### src/rtl/fft_pkg.sv
// Shared constants, FSM encoding and the fftshift address helper for the FFT result reader.
// Latency: n/a (package only).
// Backpressure: n/a (package only).
//
// Contents:
//   N_PT, LOG2_N, DW  - symbol length, address width, default sample width
//   fft_state_t       - reader FSM encoding (IDLE / CAPTURE / STREAM)
//   stream_addr()     - maps output position k to buffer address, optionally DC-centred
package fft_pkg;

    localparam int N_PT   = 64;
    localparam int LOG2_N = 6;
    localparam int DW     = 16;

    typedef enum logic [1:0] {
        ST_IDLE    = 2'd0,
        ST_CAPTURE = 2'd1,
        ST_STREAM  = 2'd2
    } fft_state_t;

    // A half-symbol rotation is just a flip of the address MSB.
    function automatic logic [LOG2_N-1:0] stream_addr(
        input logic [LOG2_N-1:0] k,
        input logic              shift
    );
        return {k[LOG2_N-1] ^ shift, k[LOG2_N-2:0]};
    endfunction

endpackage

### src/rtl/fft_sample_buf.sv
// One-symbol complex sample store: single write port, single combinational read port.
// Latency: write lands on the clock edge; read data is combinational from i_raddr.
// Backpressure: none; the owner decides when to write and what to read.
//
// Ports:
//   clk            - clock (rising edge)
//   i_we           - write enable
//   i_waddr        - write address (0..63)
//   i_wdat         - write data {re, im}
//   i_raddr        - read address (0..63)
//   o_rdat         - read data {re, im}
module fft_sample_buf #(
    parameter int DW = 16
) (
    input  logic                        clk,
    input  logic                        i_we,
    input  logic [fft_pkg::LOG2_N-1:0]  i_waddr,
    input  logic [2*DW-1:0]             i_wdat,
    input  logic [fft_pkg::LOG2_N-1:0]  i_raddr,
    output logic [2*DW-1:0]             o_rdat
);
    import fft_pkg::*;

    // Contents are deliberately not reset: the reader never emits an entry
    // before it has been overwritten by a fresh capture.
    logic [2*DW-1:0] r_mem [0:N_PT-1];

    always_ff @(posedge clk) begin
        if (i_we) begin
            r_mem[i_waddr] <= i_wdat;
        end
    end

    assign o_rdat = r_mem[i_raddr];

endmodule

### src/rtl/fft_result_reader.sv
// Copies one 64-point FFT result bank into a local buffer, then streams it out in natural or DC-centred order.
// Latency: first o_valid 64 cycles after the accepted i_fft_done; one beat per cycle while i_ready is high.
// Backpressure: valid/ready on the output; beat held stable while stalled; done pulses while busy are counted as drops.
//
// Ports:
//   clk, rst                        - clock, synchronous active-high reset
//   i_fft_done                      - FFT bank ready pulse
//   o_fft_read_addr                 - FFT read address (combinational)
//   i_fft_read_re / i_fft_read_im   - FFT read data for o_fft_read_addr
//   i_fftshift                      - DC-centred order, latched when a capture starts
//   o_valid / i_ready               - output stream handshake
//   o_re / o_im / o_index / o_last  - output beat
//   o_busy                          - reader not idle
//   o_drop_cnt                      - saturating count of ignored done pulses
module fft_result_reader #(
    parameter int N_PT = fft_pkg::N_PT,
    parameter int DW   = fft_pkg::DW
) (
    input  logic                        clk,
    input  logic                        rst,
    input  logic                        i_fft_done,
    output logic [fft_pkg::LOG2_N-1:0]  o_fft_read_addr,
    input  logic signed [DW-1:0]        i_fft_read_re,
    input  logic signed [DW-1:0]        i_fft_read_im,
    input  logic                        i_fftshift,
    output logic                        o_valid,
    input  logic                        i_ready,
    output logic signed [DW-1:0]        o_re,
    output logic signed [DW-1:0]        o_im,
    output logic [fft_pkg::LOG2_N-1:0]  o_index,
    output logic                        o_last,
    output logic                        o_busy,
    output logic [7:0]                  o_drop_cnt
);
    import fft_pkg::*;

    localparam logic [LOG2_N-1:0] LP_LAST = LOG2_N'(N_PT - 1);
    localparam logic [LOG2_N-1:0] LP_ZERO = '0;
    localparam logic [LOG2_N-1:0] LP_ONE  = LOG2_N'(1);

    fft_state_t         r_state;
    logic [LOG2_N-1:0]  r_cnt;
    logic [LOG2_N-1:0]  r_k;
    logic               r_shift;
    logic               r_valid;
    logic               r_last;
    logic signed [DW-1:0] r_re;
    logic signed [DW-1:0] r_im;
    logic [7:0]         r_drop_cnt;

    logic               w_hs;
    logic               w_final_hs;
    logic               w_accept;
    logic               w_drop;
    logic               w_we;
    logic [LOG2_N-1:0]  w_k_next;
    logic [LOG2_N-1:0]  w_rd_addr;
    logic [2*DW-1:0]    w_rd_dat;

    assign w_hs       = r_valid && i_ready;
    assign w_final_hs = w_hs && r_last;

    // A done pulse is taken when idle, or when it lands exactly on the last
    // handshake so back-to-back symbols lose no cycles; anything else is a drop.
    assign w_accept = i_fft_done && ((r_state == ST_IDLE) || w_final_hs);
    assign w_drop   = i_fft_done && !w_accept;

    // r_cnt sits at 0 outside CAPTURE, so the FFT sees address 0 in the done
    // cycle both from IDLE and on a back-to-back accept from STREAM.
    assign o_fft_read_addr = (r_state == ST_IDLE) ? LP_ZERO : r_cnt;

    assign w_we = !rst && (w_accept || (r_state == ST_CAPTURE));

    // Outputs are registered, so the buffer is read one beat ahead: the first
    // beat is fetched during the final capture cycle, later beats at handshake.
    assign w_k_next  = r_k + LP_ONE;
    assign w_rd_addr = (r_state == ST_STREAM) ? stream_addr(w_k_next, r_shift)
                                              : stream_addr(LP_ZERO, r_shift);

    fft_sample_buf #(
        .DW (DW)
    ) u_buf (
        .clk     (clk),
        .i_we    (w_we),
        .i_waddr (o_fft_read_addr),
        .i_wdat  ({i_fft_read_re, i_fft_read_im}),
        .i_raddr (w_rd_addr),
        .o_rdat  (w_rd_dat)
    );

    always_ff @(posedge clk) begin
        if (rst) begin
            r_state    <= ST_IDLE;
            r_cnt      <= LP_ZERO;
            r_k        <= LP_ZERO;
            r_shift    <= 1'b0;
            r_valid    <= 1'b0;
            r_last     <= 1'b0;
            r_re       <= '0;
            r_im       <= '0;
            r_drop_cnt <= 8'd0;
        end else begin
            if (w_drop && (r_drop_cnt != 8'hFF)) begin
                r_drop_cnt <= r_drop_cnt + 8'd1;
            end

            case (r_state)
                ST_IDLE: begin
                    if (i_fft_done) begin
                        r_state <= ST_CAPTURE;
                        r_cnt   <= LP_ONE;
                        r_shift <= i_fftshift;
                    end
                end

                ST_CAPTURE: begin
                    // Wraps to 0 after entry 63, leaving the address at 0 for STREAM.
                    r_cnt <= r_cnt + LP_ONE;
                    if (r_cnt == LP_LAST) begin
                        r_state <= ST_STREAM;
                        r_k     <= LP_ZERO;
                        r_valid <= 1'b1;
                        r_last  <= 1'b0;
                        r_re    <= $signed(w_rd_dat[2*DW-1:DW]);
                        r_im    <= $signed(w_rd_dat[DW-1:0]);
                    end
                end

                ST_STREAM: begin
                    if (w_hs) begin
                        if (r_last) begin
                            r_valid <= 1'b0;
                            r_last  <= 1'b0;
                            r_k     <= LP_ZERO;
                            r_re    <= '0;
                            r_im    <= '0;
                            if (i_fft_done) begin
                                r_state <= ST_CAPTURE;
                                r_cnt   <= LP_ONE;
                                r_shift <= i_fftshift;
                            end else begin
                                r_state <= ST_IDLE;
                            end
                        end else begin
                            r_k    <= w_k_next;
                            r_last <= (w_k_next == LP_LAST);
                            r_re   <= $signed(w_rd_dat[2*DW-1:DW]);
                            r_im   <= $signed(w_rd_dat[DW-1:0]);
                        end
                    end
                end

                default: begin
                    r_state <= ST_IDLE;
                    r_cnt   <= LP_ZERO;
                    r_valid <= 1'b0;
                    r_last  <= 1'b0;
                end
            endcase
        end
    end

    assign o_valid    = r_valid;
    assign o_last     = r_last;
    assign o_index    = r_k;
    assign o_re       = r_re;
    assign o_im       = r_im;
    assign o_busy     = (r_state != ST_IDLE);
    assign o_drop_cnt = r_drop_cnt;

endmodule

### config.mk
export PLATFORM = sky130hd
export DESIGN_NAME = fft_result_reader
export DESIGN_NICKNAME = d
export VERILOG_FILES = /design/src/rtl/fft_pkg.sv /design/src/rtl/fft_sample_buf.sv /design/src/rtl/fft_result_reader.sv
export SDC_FILE = /design/constraint.sdc
export NUM_CORES = 2
export LEC_CHECK = 0
export CORE_MARGIN = 2
export CORE_UTILIZATION = 50
export CTS_BUF_LIST = sky130_fd_sc_hd__clkbuf_16
export DETAILED_ROUTE_END_ITERATION = 7
export PLACE_DENSITY = 0.64
export RECOVER_POWER = 50
export SETUP_SLACK_MARGIN = 0.2
export SLEW_MARGIN = 30
export SYNTH_ARGS = -nofsm -noshare
export SYNTH_HDL_FRONTEND = slang
export SYNTH_HIERARCHICAL = 1
export SYNTH_SLANG_ARGS = --single-unit
### constraint.sdc
create_clock -name clk -period 4.15 [get_ports clk]
set_input_delay 0.415 -clock clk [delete_from_list [all_inputs] [get_ports clk]]
set_output_delay 0.415 -clock clk [all_outputs]
set_load 0.1 [all_outputs]
==> impl_metrics.json <==
{
  "fillers": 11700,
  "grt_start_max_net_pins": 65,
  "worstPathCellList": "ha_1, xnor2_1, nor2_1, buf_12, buf_12, buf_4, mux4_2, nor2b_1, a21oi_1, a311oi_1, nor3_1, nand3_1, o21ai_1",
  "dp_hpwl_um": 120000,
  "tightest_slew_ns": 3.38,
  "yosys.area_share.simple_pct": 2.22,
  "cts_root_buffer": "clkbuf_16",
  "hold_viol": 0,
  "reg2reg_from": "o_index[0]$_SDFFE_PP0P_",
  "min_from": "i_fftshift",
  "post-place-ws_ns": 0.370,
  "r2r_slack_ns": 0.14,
  "avgSynthCellArea_um2": 22.3,
  "drive_gt1_share_pct": 27.4,
  "grt-ovfl-total": 0,
  "grt_pass1_vias": 39100,
  "synth_fa_ha_area_share_pct": 0.0621,
  "p_per_area_nw_per_um2": 456,
  "finalSetupViolations": 0,
  "ctsHoldBuffers": 2,
  "post_cts_buffers": 0,
  "hold_depth": 3,
  "row_count": 147,
  "path_class": "flip-flop to flip-flop",
  "drt-initial-drc-count": 5324,
  "yosysWarnings": 6,
  "die_x_um": 405,
  "fin_crit_ns": 4.01,
  "cp_num_buf_inv": 3,
  "cap_violations": 37,
  "clk_pin_slew_ns": 0.06,
  "hp-class": "input port to flip-flop",
  "max_freq_mhz": 249,
  "wl_per_cell_um": 33.1,
  "cts_htree_levels": 4,
  "place_congestion": 0.825,
  "cpMaxStageDelayCell": "a311oi_1",
  "cts_tree": "yes",
  "crit_top_cell": "buf_12",
  "antenna_found_initial": 6,
  "endpoint_kind": "flip-flop",
  "synth_cell_types": 62,
  "clk_latency_ns": 0.87,
  "setup_tns_ns": 0,
  "syn-num-nets": 3651,
  "placed_cells": 5902,
  "ant_nets": 0,
  "startpoint_type": "flip-flop",
  "vias": 39700,
  "synth-main-ff-cell": "edfxtp_1",
  "synth_cells": 3610,
  "ctsResizeCount": 0,
  "period_share_pct": 96.6,
  "io_buffers": 91,
  "violations": "capacitance limit, slew limit",
  "cts_sinks": 2105,
  "crit_arrival_ns": 4.70,
  "path_max_fanout": 39,
  "fp.coreArea_um2": 160000,
  "min_to": "r_shift$_SDFFE_PP0P_",
  "fp.dieArea_um2": 164000,
  "skew_ns": 0.0634,
  "nets": 3989,
  "ir_drop_v": 0.000422,
  "p_leak_nw": 27.9,
  "final.setup.worst_slack_ns": 0.141,
  "via_per_inst": 6.31,
  "wirelength_um": 208000,
  "synth-seq-cells": 2105,
  "grt_usage_pct": 25.5,
  "muxShareOfSynthArea_pct": 16.4,
  "relSlewSlack_pct": -125,
  "max_stage_delay_ns": 0.68,
  "area_growth_pct": 15.1,
  "synth_edf_count": 2048,
  "die_height_um": 405,
  "grt_pass1_wl_um": 293000,
  "synth_compound_area_share_pct": 2.24,
  "drv_slew": 1831,
  "reg2reg_to": "o_im[4]$_SDFFE_PP0P_",
  "drc": 0,
  "cts_buffers": 202,
  "initial_core_util_pct": 50.2,
  "netlist_area_um2": 80600,
  "firstDrtPassIters": 6,
  "boundaryPins": 92,
  "synth_top_family_by_area": "multiplexers",
  "stdcell_count": 6285,
  "ys_async_sr_fraction_pct": 0,
  "worstRegToRegCells": 13,
  "critical_path_required_ns": 4.84,
  "startpoint": "o_index[0]$_SDFFE_PP0P_",
  "clock_path_buffers": 3,
  "rsz0062_at_grt": "false",
  "crit_family": "simple AND/OR/NAND/NOR gates",
  "status": "finished, violations left",
  "synth_xor_area_share_pct": 0.0761,
  "seq_area_frac_synth_pct": 77.7
}
==> cells in the mapped netlist, types with 40 or more instances <==
library cell | n | area (um2)
nor2_1 | 165 | 619
o21ai_1 | 40 | 200
nand3_1 | 45 | 225
nand2b_1 | 42 | 263
a21oi_1 | 71 | 355
o22ai_1 | 85 | 532
clkbuf_1 | 81 | 304
mux4_2 | 544 | 12300
mux2i_1 | 97 | 971
dfxtp_1 | 57 | 1140
buf_2 | 66 | 330
edfxtp_1 | 2048 | 61500
==> power by group <==
part           total [mW]  internal, mW  switching (mW)
clock network        18.3          10.2            8.04
logic               0.670         0.113           0.557
registers            23.4          23.4          0.0103
==> worst register-to-register path, cell delays in order, from the launching register on <==
cell and delay, ns:
dfxtp_1 0.50, ha_1 0.36, xnor2_1 0.13, nor2_1 0.55, buf_12 0.21, buf_12 0.30, buf_4 0.26, mux4_2 0.32
nor2b_1 0.18, a21oi_1 0.06, a311oi_1 0.68, nor3_1 0.14, nand3_1 0.10, o21ai_1 0.08
==> flip-flops by register name, summed over array words and instances, names as in the netlist <==
| signal | cells |
|---|---|
| u_buf/r_mem | 2048 |
| o_im | 16 |
| o_re | 16 |
| o_drop_cnt | 8 |
| o_index | 6 |
| r_cnt | 6 |
| r_state | 2 |
| o_last | 1 |
| o_valid | 1 |
| r_shift | 1 |
==> layer usage <==
metal  vias to the layer above  track usage (%)  routed length (um)
li1                      16000                -                   -
met1                     21400             37.8               85700
met3                       248             5.22               19300
met2                      1965             39.5               98600
met4                         2             5.87                4170
met5                         -                0                  12
==> area by class of cell <==
class,count,area [um2],share of cell area [%]
clock inverters,178,1600,1.73
multi-input cells,1297,17400,18.8
clock buffers,202,5050,5.45
repair buffers,337,3310,3.57
well taps,2160,2700,2.91
inverters,5,18.8,0.0202
diodes,1,2.50,0.00270
flip-flops and latches,2105,62600,67.5
==> through the flow <==
| stage | util [%] | instance area [um2] | power, mW | hold WS [ns] |
|---|---|---|---|---|
| after floorplan | - | 80700 | 24.0 | 0.462 |
| after global placement | 53.8 | 86300 | 24.5 | 0.455 |
| after detailed placement | 53.8 | 86300 | 24.5 | 0.455 |
| after CTS | 58.0 | 93000 | 42.6 | 0.00572 |
| after global routing | 57.8 | 92700 | 43.4 | 0.184 |
| final | 57.8 | 92700 | 42.3 | 0.200 |
==> kinds of logic after synthesis <==
kind of cell / after synthesis
flops: 2105
buf+inv: 208
xor+xnor: 7
simple gates: 367
fa+ha+maj: 4
mux: 641
compound gates: 278
==> how the worst max path moves through the flow <==
stage | endpoint | slack, ns | cells after the start
after floorplan | u_buf/r_mem[0][0]$_DFFE_PP_ | -0.04 | 8
after global placement | u_buf/r_mem[42][3]$_DFFE_PP_ | 0.39 | 8
after detailed placement | u_buf/r_mem[42][3]$_DFFE_PP_ | 0.37 | 8
after CTS | o_im[0]$_SDFFE_PP0P_ | 0.45 | 11
after global routing | u_buf/r_mem[31][6]$_DFFE_PP_ | 0.14 | 8
final | o_im[4]$_SDFFE_PP0P_ | 0.14 | 13
==> placed cells by master, fill, tap and decap left out, types with 57 or more instances in the layout <==
cell / n
edfxtp_1: 2048
clkbuf_16: 202
o22ai_1: 85
a21oi_1: 71
nor2_4: 62
mux4_2: 544
clkbuf_1: 61
buf_12: 74
mux2i_1: 97
nor2_1: 103
dfxtp_1: 57
buf_4: 142
(Power assumes the default switching activity.)
